[config.mk]
export PLATFORM = sky130hd
export DESIGN_NAME = card_deal_arbiter
export DESIGN_NICKNAME = d
export VERILOG_FILES = /design/src/rtl/blackjack_pkg.sv /design/src/rtl/key_sync_edge.sv /design/src/rtl/card_deal_arbiter.sv
export SDC_FILE = /design/constraint.sdc
export NUM_CORES = 1
export LEC_CHECK = 0
export CORE_UTILIZATION = 49
export DETAILED_ROUTE_END_ITERATION = 8
export PLACE_DENSITY = 0.78
export SLEW_MARGIN = 20
export SYNTH_ARGS = -nofsm -noshare
export SYNTH_HDL_FRONTEND = slang
export SYNTH_SLANG_ARGS = --single-unit
[constraint.sdc]
create_clock -name Clock -period 2.05 [get_ports Clock]
set_clock_uncertainty 0.1 [all_clocks]
set_input_delay 0.615 -clock Clock [delete_from_list [all_inputs] [get_ports Clock]]
set_output_delay 0.615 -clock Clock [all_outputs]
set_load 0.03 [all_outputs]
[src/rtl/blackjack_pkg.sv]
// Shared constants, deck limits and FSM state type for the card dealing logic.
// Latency: n/a (declarations only).
// Backpressure: n/a.
package blackjack_pkg;

  // Legal card values produced by the free-running counter.
  localparam int CARD_MIN = 1;
  localparam int CARD_MAX = 10;

  // One deck holds four of each value 1..9 and sixteen ten-valued cards (10,J,Q,K).
  localparam int DECK_LIMIT_LOW = 4;
  localparam int DECK_LIMIT_TEN = 16;
  localparam int DECK_CNT_W     = 5;

  typedef enum logic [1:0] {
    IDLE   = 2'd0,
    SAMPLE = 2'd1,
    DONE   = 2'd2
  } deal_state_t;

  function automatic logic [DECK_CNT_W-1:0] deck_limit(input int value);
    return (value == CARD_MAX) ? DECK_CNT_W'(DECK_LIMIT_TEN) : DECK_CNT_W'(DECK_LIMIT_LOW);
  endfunction

endpackage

[src/rtl/key_sync_edge.sv]
// Synchronises one raw active-low push button and flags each new press.
// Latency: press is high for one cycle, SYNC_STAGES edges after the key is first sampled low.
// Backpressure: none; a held key produces a single pulse.
// Ports: clock, reset_n (async, active-low), key_n (raw key), press (1-cycle pulse).
module key_sync_edge #(
  parameter int SYNC_STAGES = 2
) (
  input  logic clock,
  input  logic reset_n,
  input  logic key_n,
  output logic press
);

  logic [SYNC_STAGES-1:0] sync_q;
  logic                   prev_q;

  always_ff @(posedge clock or negedge reset_n) begin
    if (!reset_n) begin
      sync_q <= '1;
      prev_q <= 1'b1;
    end else begin
      sync_q <= {sync_q[SYNC_STAGES-2:0], key_n};
      prev_q <= sync_q[SYNC_STAGES-1];
    end
  end

  // Both terms come from flops, so the 1->0 detect is glitch-free.
  assign press = prev_q & ~sync_q[SYNC_STAGES-1];

endmodule

[src/rtl/card_deal_arbiter.sv]
// Shares one free-running 1..10 card counter between player and dealer keys, round-robin.
// Latency: uncontended press to x_valid is SYNC_STAGES+3 edges; SAMPLE retries until card_in is usable.
// Backpressure: one pending request per requester; extra presses and presses on a full hand are dropped.
// Ports: Clock, reset_n, card_in, key_p_n/key_d_n (raw keys), new_round (clear pulse);
//        p_card/d_card, p_valid/d_valid, p_count/d_count, grant {dealer,player}, busy.
// Optional: define CARD_DEAL_NODUP_EN to stop dealing values already exhausted from the deck.
module card_deal_arbiter
  import blackjack_pkg::*;
#(
  parameter int CARD_W      = 5,
  parameter int MAX_CARDS   = 5,
  parameter int SYNC_STAGES = 2
) (
  input  logic              Clock,
  input  logic              reset_n,
  input  logic [CARD_W-1:0] card_in,
  input  logic              key_p_n,
  input  logic              key_d_n,
  input  logic              new_round,
  output logic [CARD_W-1:0] p_card,
  output logic [CARD_W-1:0] d_card,
  output logic              p_valid,
  output logic              d_valid,
  output logic [2:0]        p_count,
  output logic [2:0]        d_count,
  output logic [1:0]        grant,
  output logic              busy
);

  localparam logic [2:0] MAX_CNT = 3'(MAX_CARDS);

  logic        p_press, d_press;
  logic        p_pending, d_pending;
  logic        serve_d;
  logic        pick_d;
  logic        card_avail;
  logic        take;
  deal_state_t state;

  key_sync_edge #(.SYNC_STAGES(SYNC_STAGES)) u_sync_p (
    .clock   (Clock),
    .reset_n (reset_n),
    .key_n   (key_p_n),
    .press   (p_press)
  );

  key_sync_edge #(.SYNC_STAGES(SYNC_STAGES)) u_sync_d (
    .clock   (Clock),
    .reset_n (reset_n),
    .key_n   (key_d_n),
    .press   (d_press)
  );

`ifdef CARD_DEAL_NODUP_EN
  logic [DECK_CNT_W-1:0] deck_cnt [CARD_MIN:CARD_MAX];

  // A value is usable only while the deck still holds a copy of it.
  always_comb begin
    card_avail = 1'b0;
    for (int v = CARD_MIN; v <= CARD_MAX; v++) begin
      if (card_in == CARD_W'(v)) card_avail = (deck_cnt[v] < deck_limit(v));
    end
  end

  always_ff @(posedge Clock or negedge reset_n) begin
    if (!reset_n) begin
      for (int v = CARD_MIN; v <= CARD_MAX; v++) deck_cnt[v] <= '0;
    end else if (new_round) begin
      for (int v = CARD_MIN; v <= CARD_MAX; v++) deck_cnt[v] <= '0;
    end else if (take) begin
      for (int v = CARD_MIN; v <= CARD_MAX; v++) begin
        if (card_in == CARD_W'(v)) deck_cnt[v] <= deck_cnt[v] + 1'b1;
      end
    end
  end
`else
  always_comb begin
    card_avail = (card_in >= CARD_W'(CARD_MIN)) && (card_in <= CARD_W'(CARD_MAX));
  end
`endif

  always_comb begin
    take   = (state == SAMPLE) && card_avail;
    // Dealer wins only if alone, or if the player had the last grant.
    pick_d = d_pending && (!p_pending || (grant == 2'b01));
  end

  always_ff @(posedge Clock or negedge reset_n) begin
    if (!reset_n) begin
      state     <= IDLE;
      p_pending <= 1'b0;
      d_pending <= 1'b0;
      serve_d   <= 1'b0;
      p_card    <= '0;
      d_card    <= '0;
      p_count   <= '0;
      d_count   <= '0;
      p_valid   <= 1'b0;
      d_valid   <= 1'b0;
      grant     <= 2'b00;
      busy      <= 1'b0;
    end else if (new_round) begin
      // Also swallows any press detected this cycle and aborts a grant in flight.
      state     <= IDLE;
      p_pending <= 1'b0;
      d_pending <= 1'b0;
      serve_d   <= 1'b0;
      p_card    <= '0;
      d_card    <= '0;
      p_count   <= '0;
      d_count   <= '0;
      p_valid   <= 1'b0;
      d_valid   <= 1'b0;
      grant     <= 2'b00;
      busy      <= 1'b0;
    end else begin
      p_valid <= 1'b0;
      d_valid <= 1'b0;

      // Set only when idle for that requester and the hand has room; the
      // serving branch below clears only an already-set pending, so no overlap.
      if (p_press && !p_pending && (p_count != MAX_CNT)) p_pending <= 1'b1;
      if (d_press && !d_pending && (d_count != MAX_CNT)) d_pending <= 1'b1;

      case (state)
        IDLE: begin
          if (p_pending || d_pending) begin
            serve_d <= pick_d;
            state   <= SAMPLE;
            busy    <= 1'b1;
          end
        end
        SAMPLE: begin
          if (take) begin
            if (serve_d) begin
              d_card    <= card_in;
              d_pending <= 1'b0;
              d_valid   <= 1'b1;
              grant     <= 2'b10;
              if (d_count != MAX_CNT) d_count <= d_count + 3'd1;
            end else begin
              p_card    <= card_in;
              p_pending <= 1'b0;
              p_valid   <= 1'b1;
              grant     <= 2'b01;
              if (p_count != MAX_CNT) p_count <= p_count + 3'd1;
            end
            state <= DONE;
          end
        end
        DONE: begin
          state <= IDLE;
          busy  <= 1'b0;
        end
        default: begin
          state <= IDLE;
          busy  <= 1'b0;
        end
      endcase
    end
  end

endmodule
==> results of run 1 <==
through the flow:
stage | utilization, % | setup TNS [ps] | std cells
floorplan | - | -88.4 | 120
global placement | 70.2 | -7130 | 188
detailed placement | 70.2 | -8170 | 188
CTS | 71.5 | 0 | 196
global route | 72.1 | 0 | 196
finish | 72.1 | 0 | 196
synthesized netlist by cell type (all sizes together):
cell type	instances
a211oi	1
a21oi	10
a31oi	2
and2b	1
and3	2
and4	1
and4b	1
buf	2
clkbuf	2
dfrtp	26
dfstp	6
ha	4
inv	8
mux2	4
mux2i	4
nand2	12
nand4b	1
nor2	14
nor2b	3
nor3	4
nor3b	2
nor4	1
o2111a	2
o2111ai	1
o211ai	1
o21a	1
o21ai	1
o311a	1
o311ai	1
or4	1
path summary, 6_finish.rpt:
kind | slack [ps] | from | endpoint
max | 70 | card_in[4] | p_count[1]
min | 260 | u_sync_d.sync_q[1] | u_sync_d.prev_q
max reg2reg | 320 | state[0] | p_count[1]
min reg2reg | 260 | u_sync_d.sync_q[1] | u_sync_d.prev_q
max in group asynchronous | 1070 | reset_n | u_sync_d.sync_q[1]
min in group asynchronous | 530 | reset_n | p_count[0]
state kept, by name, summed over array words and instances, names as in the netlist, 2 cells and up:
signal	flops
d_card	5
d_count	3
grant	2
p_card	5
p_count	3
state	2
u_sync_d.sync_q	2
u_sync_p.sync_q	2
where the power goes:
part           internal, mW  leakage [nW]  switching, mW  total (mW)
sequential            0.657         0.422         0.0162       0.673
combinational        0.0637         0.516         0.0789       0.143
clock                 0.163        0.0380          0.210       0.373
total                 0.883         0.975          0.305        1.19
per-layer routing:
metal | wire length, um | vias up | part of all wire (%)
met5 | 0 | - | 0
li1 | - | 508 | -
met2 | 1400 | 25 | 49
met4 | 66 | 0 | 2.3
met3 | 122 | 8 | 4.3
met1 | 1270 | 541 | 44
cells by family after synthesis:
family	Yosys count	synth area share [%]
mux	8	6.99
compound gates	21	10.2
simple gates	43	16.2
fa+ha+maj	4	3.63
buf+inv	12	4.36
flops	32	58.6
critical path, stage by stage:
cell             delay (ps)
clkdlybuf4s50_1         400
nor3b_1                 190
buf_4                   150
o2111a_2                240
and3_4                  210
mux2_4                  300
layout make-up:
| class | instances | area, um^2 | area share, % |
|---|---|---|---|
| clock buffers | 6 | 51.3 | 2.77 |
| clock inverters | 2 | 10.0 | 0.541 |
| inverters | 8 | 30.0 | 1.62 |
| multi-input cells | 76 | 519 | 28.0 |
| flip-flops and latches | 32 | 808 | 43.6 |
| well taps | 30 | 37.5 | 2.03 |
| repair buffers | 42 | 395 | 21.4 |
what timing repair did:
action	in CTS	in global routing
endpoints found under the hold margin	0	0
setup buffers	0	0
resized for setup	23	5
setup endpoints to repair	32	10
hold buffers	0	0
pin swaps	1	1
==> summary.txt, run 1 <==
commonest non-fill, non-tap cell in the layout = dfrtp_1
worst vdd ir = 559 uV
IO Pins = 31
Initial Util = 53.7%
RSZ-0062 raised after global routing = false
Tot Pwr = 1.19 mW
met1 Use GR = 28.0%
share of cells above drive strength 1 = 21.7%
fin crit period = 1980 ps
GRT Max-Usage Layer = met2
Tot GR Track Use = 22.6%
Final Net Count = 179
Reg clk slew, reported paths = 100 ps
drt first-iter violations = 25
pwr dens = 642 mW/mm^2
fill count = 198
maxcap violations = 0
CTS H-tree lvls = 2
Clock Sinks = 32
R2R cell count = 5
Least-Margin Pin Slew = 450 ps
grt ovf = 0
final hold vios = 0
n_diodes = 0
Final Cycle Share = 96.5%
hpwl dp = 2120 um
Slew HR = 69.9%
pre-CTS WS = -479 ps
Worst Path Max Fanout = 4
average size of a mapped cell = 11.5 um^2
area share of the largest cell type after synthesis = 47.2%
largest net degree at the start of global routing = 33
Startpoint Class = input pin
drt total wl = 2870 um
Leakage = 0.975 nW
syn_nets = 134
initial antenna violation count = 0
FMAX = 506 MHz
worst hold margin = 261 ps
number of distinct library cells after synthesis = 32
Vias/cell = 5.52
yosys warns = 0
Hold Path Class = flip-flop to flip-flop
first-pass GRT wire length = 4530 um
final instance area = 0.00185 mm^2
Root Driver = clkbuf_4
Layout area overhead = 34.3%
Cell Rows = 18
IO buf count = 30
DP Area = 0.00180 mm^2
critical path arrival = 2110 ps
vias in the first global route = 1,027
register bit count reported by yosys = 32
Slew Limit Fails = 0
DIE HEIGHT = 55.0 um
Detailed Routing Iterations Pass 1 = 4
synthesized netlist cell count = 120
Setup CP Type = input pin to flip-flop
# setup viols final = 0
status = finished clean
Detail Route Antenna Nets = 0
WHS Path Cells = 0
met3 usage = 5.74%
Seq/Total Area, Yosys = 58.6%
Final Worst Setup Slack = 71.9 ps
Data required, critical path = 2180 ps
clock latency on the worst-skew pair = 340 ps
Synth Cell Area = 0.00138 mm^2
Core Footprint = 0.00257 mm^2
vias = 1,082
die width = 55.0 um
most frequent cells in the layout = 26 x dfrtp_1, 22 x dlygate4sd2_1, 14 x nor2_1, 12 x nand2_1, 10 x buf_4
clk buf depth = 2
CTS Buf Count = 5
Synth area leader = dfrtp_1
drc violations = 0
met2 GRT Util = 35.1%
Avg WL per Cell = 14.6 um
Worst setup EP type = flip-flop
Placer Congestion = 0.777
ranking of synthesized cells by area = dfrtp_1 47%, dfstp_2 11%, nor2_1 3.8%
die area = 0.00303 mm^2
CTS tree = built
(Power assumes the default switching activity.)
==> inputs of run 2 (changes only) <==
--- a/config.mk
+++ b/config.mk
@@ -5,9 +5,11 @@
 export SDC_FILE = /design/constraint.sdc
 export NUM_CORES = 1
 export LEC_CHECK = 0
+export CORE_ASPECT_RATIO = 1.1
 export CORE_UTILIZATION = 49
 export DETAILED_ROUTE_END_ITERATION = 8
 export PLACE_DENSITY = 0.78
+export SETUP_SLACK_MARGIN = 0.4
 export SLEW_MARGIN = 20
 export SYNTH_ARGS = -nofsm -noshare
 export SYNTH_HDL_FRONTEND = slang
==> run 2 against run 1 <==
Hold slack lost 1.4 ps. Register-to-register slack gained 20 ps. Core utilization grew 5.9 points. Cell count grew 8.2%. Critical endpoint is now p_count[0]. Largest cell class unchanged. Largest power group unchanged.
==> summary.txt, run 2 (synthesis results as in run 1) <==
status = finished clean
Worst setup EP type = flip-flop
Least-Margin Pin Slew = 466 ps (+16.2 ps)
Sw Ratio = 26.5% (+0.86 points)
critical path arrival = 1900 ps (-210 ps)
Reg clk slew, reported paths = 100 ps (about the same)
Leakage = 0.977 nW (+0.11%)
maxcap violations = 0 (unchanged)
Avg WL per Cell = 15.4 um (+5.4%)
Startpoint Class = input pin
NetSw = 0.324 mW (+6.2%)
Placer Congestion = 0.763 (-1.9%)
Root Driver = clkbuf_4
reg-to-reg startpoint = state[1]
sequential share of power = 55.2% (-1.4 points)
Core Footprint = 0.00259 mm^2 (+0.93%)
Layout area overhead = 46.6%
drc violations = 0 (unchanged)
Detailed Routing Iterations Pass 1 = 4 (unchanged)
die area = 0.00303 mm^2 (about the same)
CTS H-tree lvls = 2 (unchanged)
pwr dens = 604 mW/mm^2 (-5.8%)
Hold EP = u_sync_p.sync_q[1]
Detail Route Antenna Nets = 0 (unchanged)
share of cells above drive strength 1 = 45.3% (+24 points)
drt first-iter violations = 14 (-44%)
DP Cell Count = 188 (unchanged)
Comb pwr share = 13.5% (+1.5 points)
clk buf depth = 2 (unchanged)
Buf/Inv on CP = 1 (-1)
Vias/cell = 5.35 (-3.1%)
fin crit period = 1760 ps (-216 ps)
final hold vios = 0 (unchanged)
Tot GR Track Use = 22.9% (+0.38 points)
largest registers = d_card x5, p_card x5
DIE HEIGHT = 57.6 um (+4.7%)
n_diodes = 0 (unchanged)
Slew Limit Fails = 0 (unchanged)
die width = 52.6 um (-4.5%)
worst hold margin = 260 ps (-1.37 ps)
initial antenna violation count = 0 (unchanged)
Data required, critical path = 2190 ps (about the same)
worst vdd ir = 554 uV (-0.90%)
CTS Buf Count = 5 (unchanged)
CP max stage cell = or4_4
Final Cycle Share = 86.0% (-11 points)
vias in the first global route = 1,125 (+9.5%)
IO buf count = 30 (unchanged)
R2R cell count = 5 (unchanged)
reg2reg setup slack = 340 ps (+20 ps)
Slew HR = 68.8% (-1.1 points)
Clock power frac = 31.3% (about the same)
Initial Util = 53.2% (-0.49 points)
Setup CP Type = input pin to flip-flop
CP cell instances = buf_6, or4_4, o2111a_2, and3_4, mux2_4
drt total wl = 3270 um (+14%)
Worst Path Max Fanout = 3 (-1)
Layout Cells excl Fill = 212 (+8.2%)
most frequent cells in the layout = 25 x dfrtp_1, 25 x buf_4, 21 x buf_6, 14 x nor2_1, 12 x nand2_1
clock latency on the worst-skew pair = 340 ps (about the same)
hold_buf cts = 0 (unchanged)
worst hold start = u_sync_p.sync_q[0]
setup TNS = 0 ps (unchanged)
FMAX = 567 MHz (+12%)
Worst path max stage delay = 550 ps (+150 ps)
first-pass GRT wire length = 4950 um (+9.3%)
vias = 1,134 (+4.8%)
# setup viols final = 0 (unchanged)
hpwl dp = 1970 um (-6.9%)
Clock Sinks = 32 (unchanged)
Final Net Count = 194 (+8.4%)
grt ovf = 0 (unchanged)
Hold Path Class = flip-flop to flip-flop
DP Area = 0.00178 mm^2 (-0.97%)
RSZ-0062 raised after global routing = true
worst r2r dst = p_count[0]
largest delay contributor family on the critical path = simple AND/OR/NAND/NOR gates
CTS tree = built
Tot Pwr = 1.22 mW (+2.7%)
Internal Power = 0.897 mW (+1.6%)
largest net degree at the start of global routing = 33 (unchanged)
Cell Rows = 19 (+1)
IO Pins = 31 (unchanged)
final instance area = 0.00202 mm^2 (+9.1%)
WHS Path Cells = 0 (unchanged)
run 2: cell types whose count changed in the layout (fill, tap and decap cells not counted), sizes merged:
cell / previous run / this run
buf: 12 / 51
clkdlybuf4s15: 0 / 2
dlymetal6s2s: 3 / 0
dlygate4sd2: 22 / 0
clkdlybuf4s50: 5 / 4
run 2: worst max-delay path by stage:
stage / startpoint / cells past startpoint / endpoint
after global placement: card_in[0] / 5 / d_count[0]
after detailed placement: card_in[0] / 6 / d_count[2]
after CTS: card_in[1] / 5 / p_count[0]
final: card_in[1] / 5 / p_count[0]
after floorplan: card_in[3] / 5 / p_count[0]
after global routing: state[1] / 5 / p_count[0]
run 2: power by group through the flow:
stage / clock (mW) / combinational (mW) / sequential, mW
floorplan: 0 / 0.0531 / 0.698
global placement: 0 / 0.139 / 0.684
detailed placement: 0 / 0.142 / 0.686
CTS: 0.381 / 0.145 / 0.673
global route: 0.429 / 0.179 / 0.677
finish: 0.382 / 0.165 / 0.675
run 2: per-stage QoR:
stage,setup WS [ps],utilization [%]
5_1_grt,297,78.0
4_1_cts,269,71.6
3_3_place_gp,-425,68.9
6_report,288,78.0
3_5_place_dp,-479,68.9
2_1_floorplan,-30.1,-
run 2: per-layer routing:
layer / global-route usage, % / vias up / share of wire (%)
met2: 35.3 / 24 / 51
met1: 28.5 / 566 / 43
met4: 10.2 / 0 / 1.7
li1: - / 536 / -
met5: 0 / - / 0
met3: 8.92 / 8 / 4.1
run 2: area by class of cell:
type                    count  area, um^2
flip-flops and latches     32         810
well taps                  31        38.8
fillers                   157         571
repair buffers             57         524
clock inverters             2        10.0
inverters                   8        30.0
multi-input cells          76         557
clock buffers               6        51.3
run 2: what timing repair did:
item,in CTS,in global routing
setup endpoints to repair,45,36
pin swaps,8,6
setup buffers,9,7
gates resized for setup,138,44
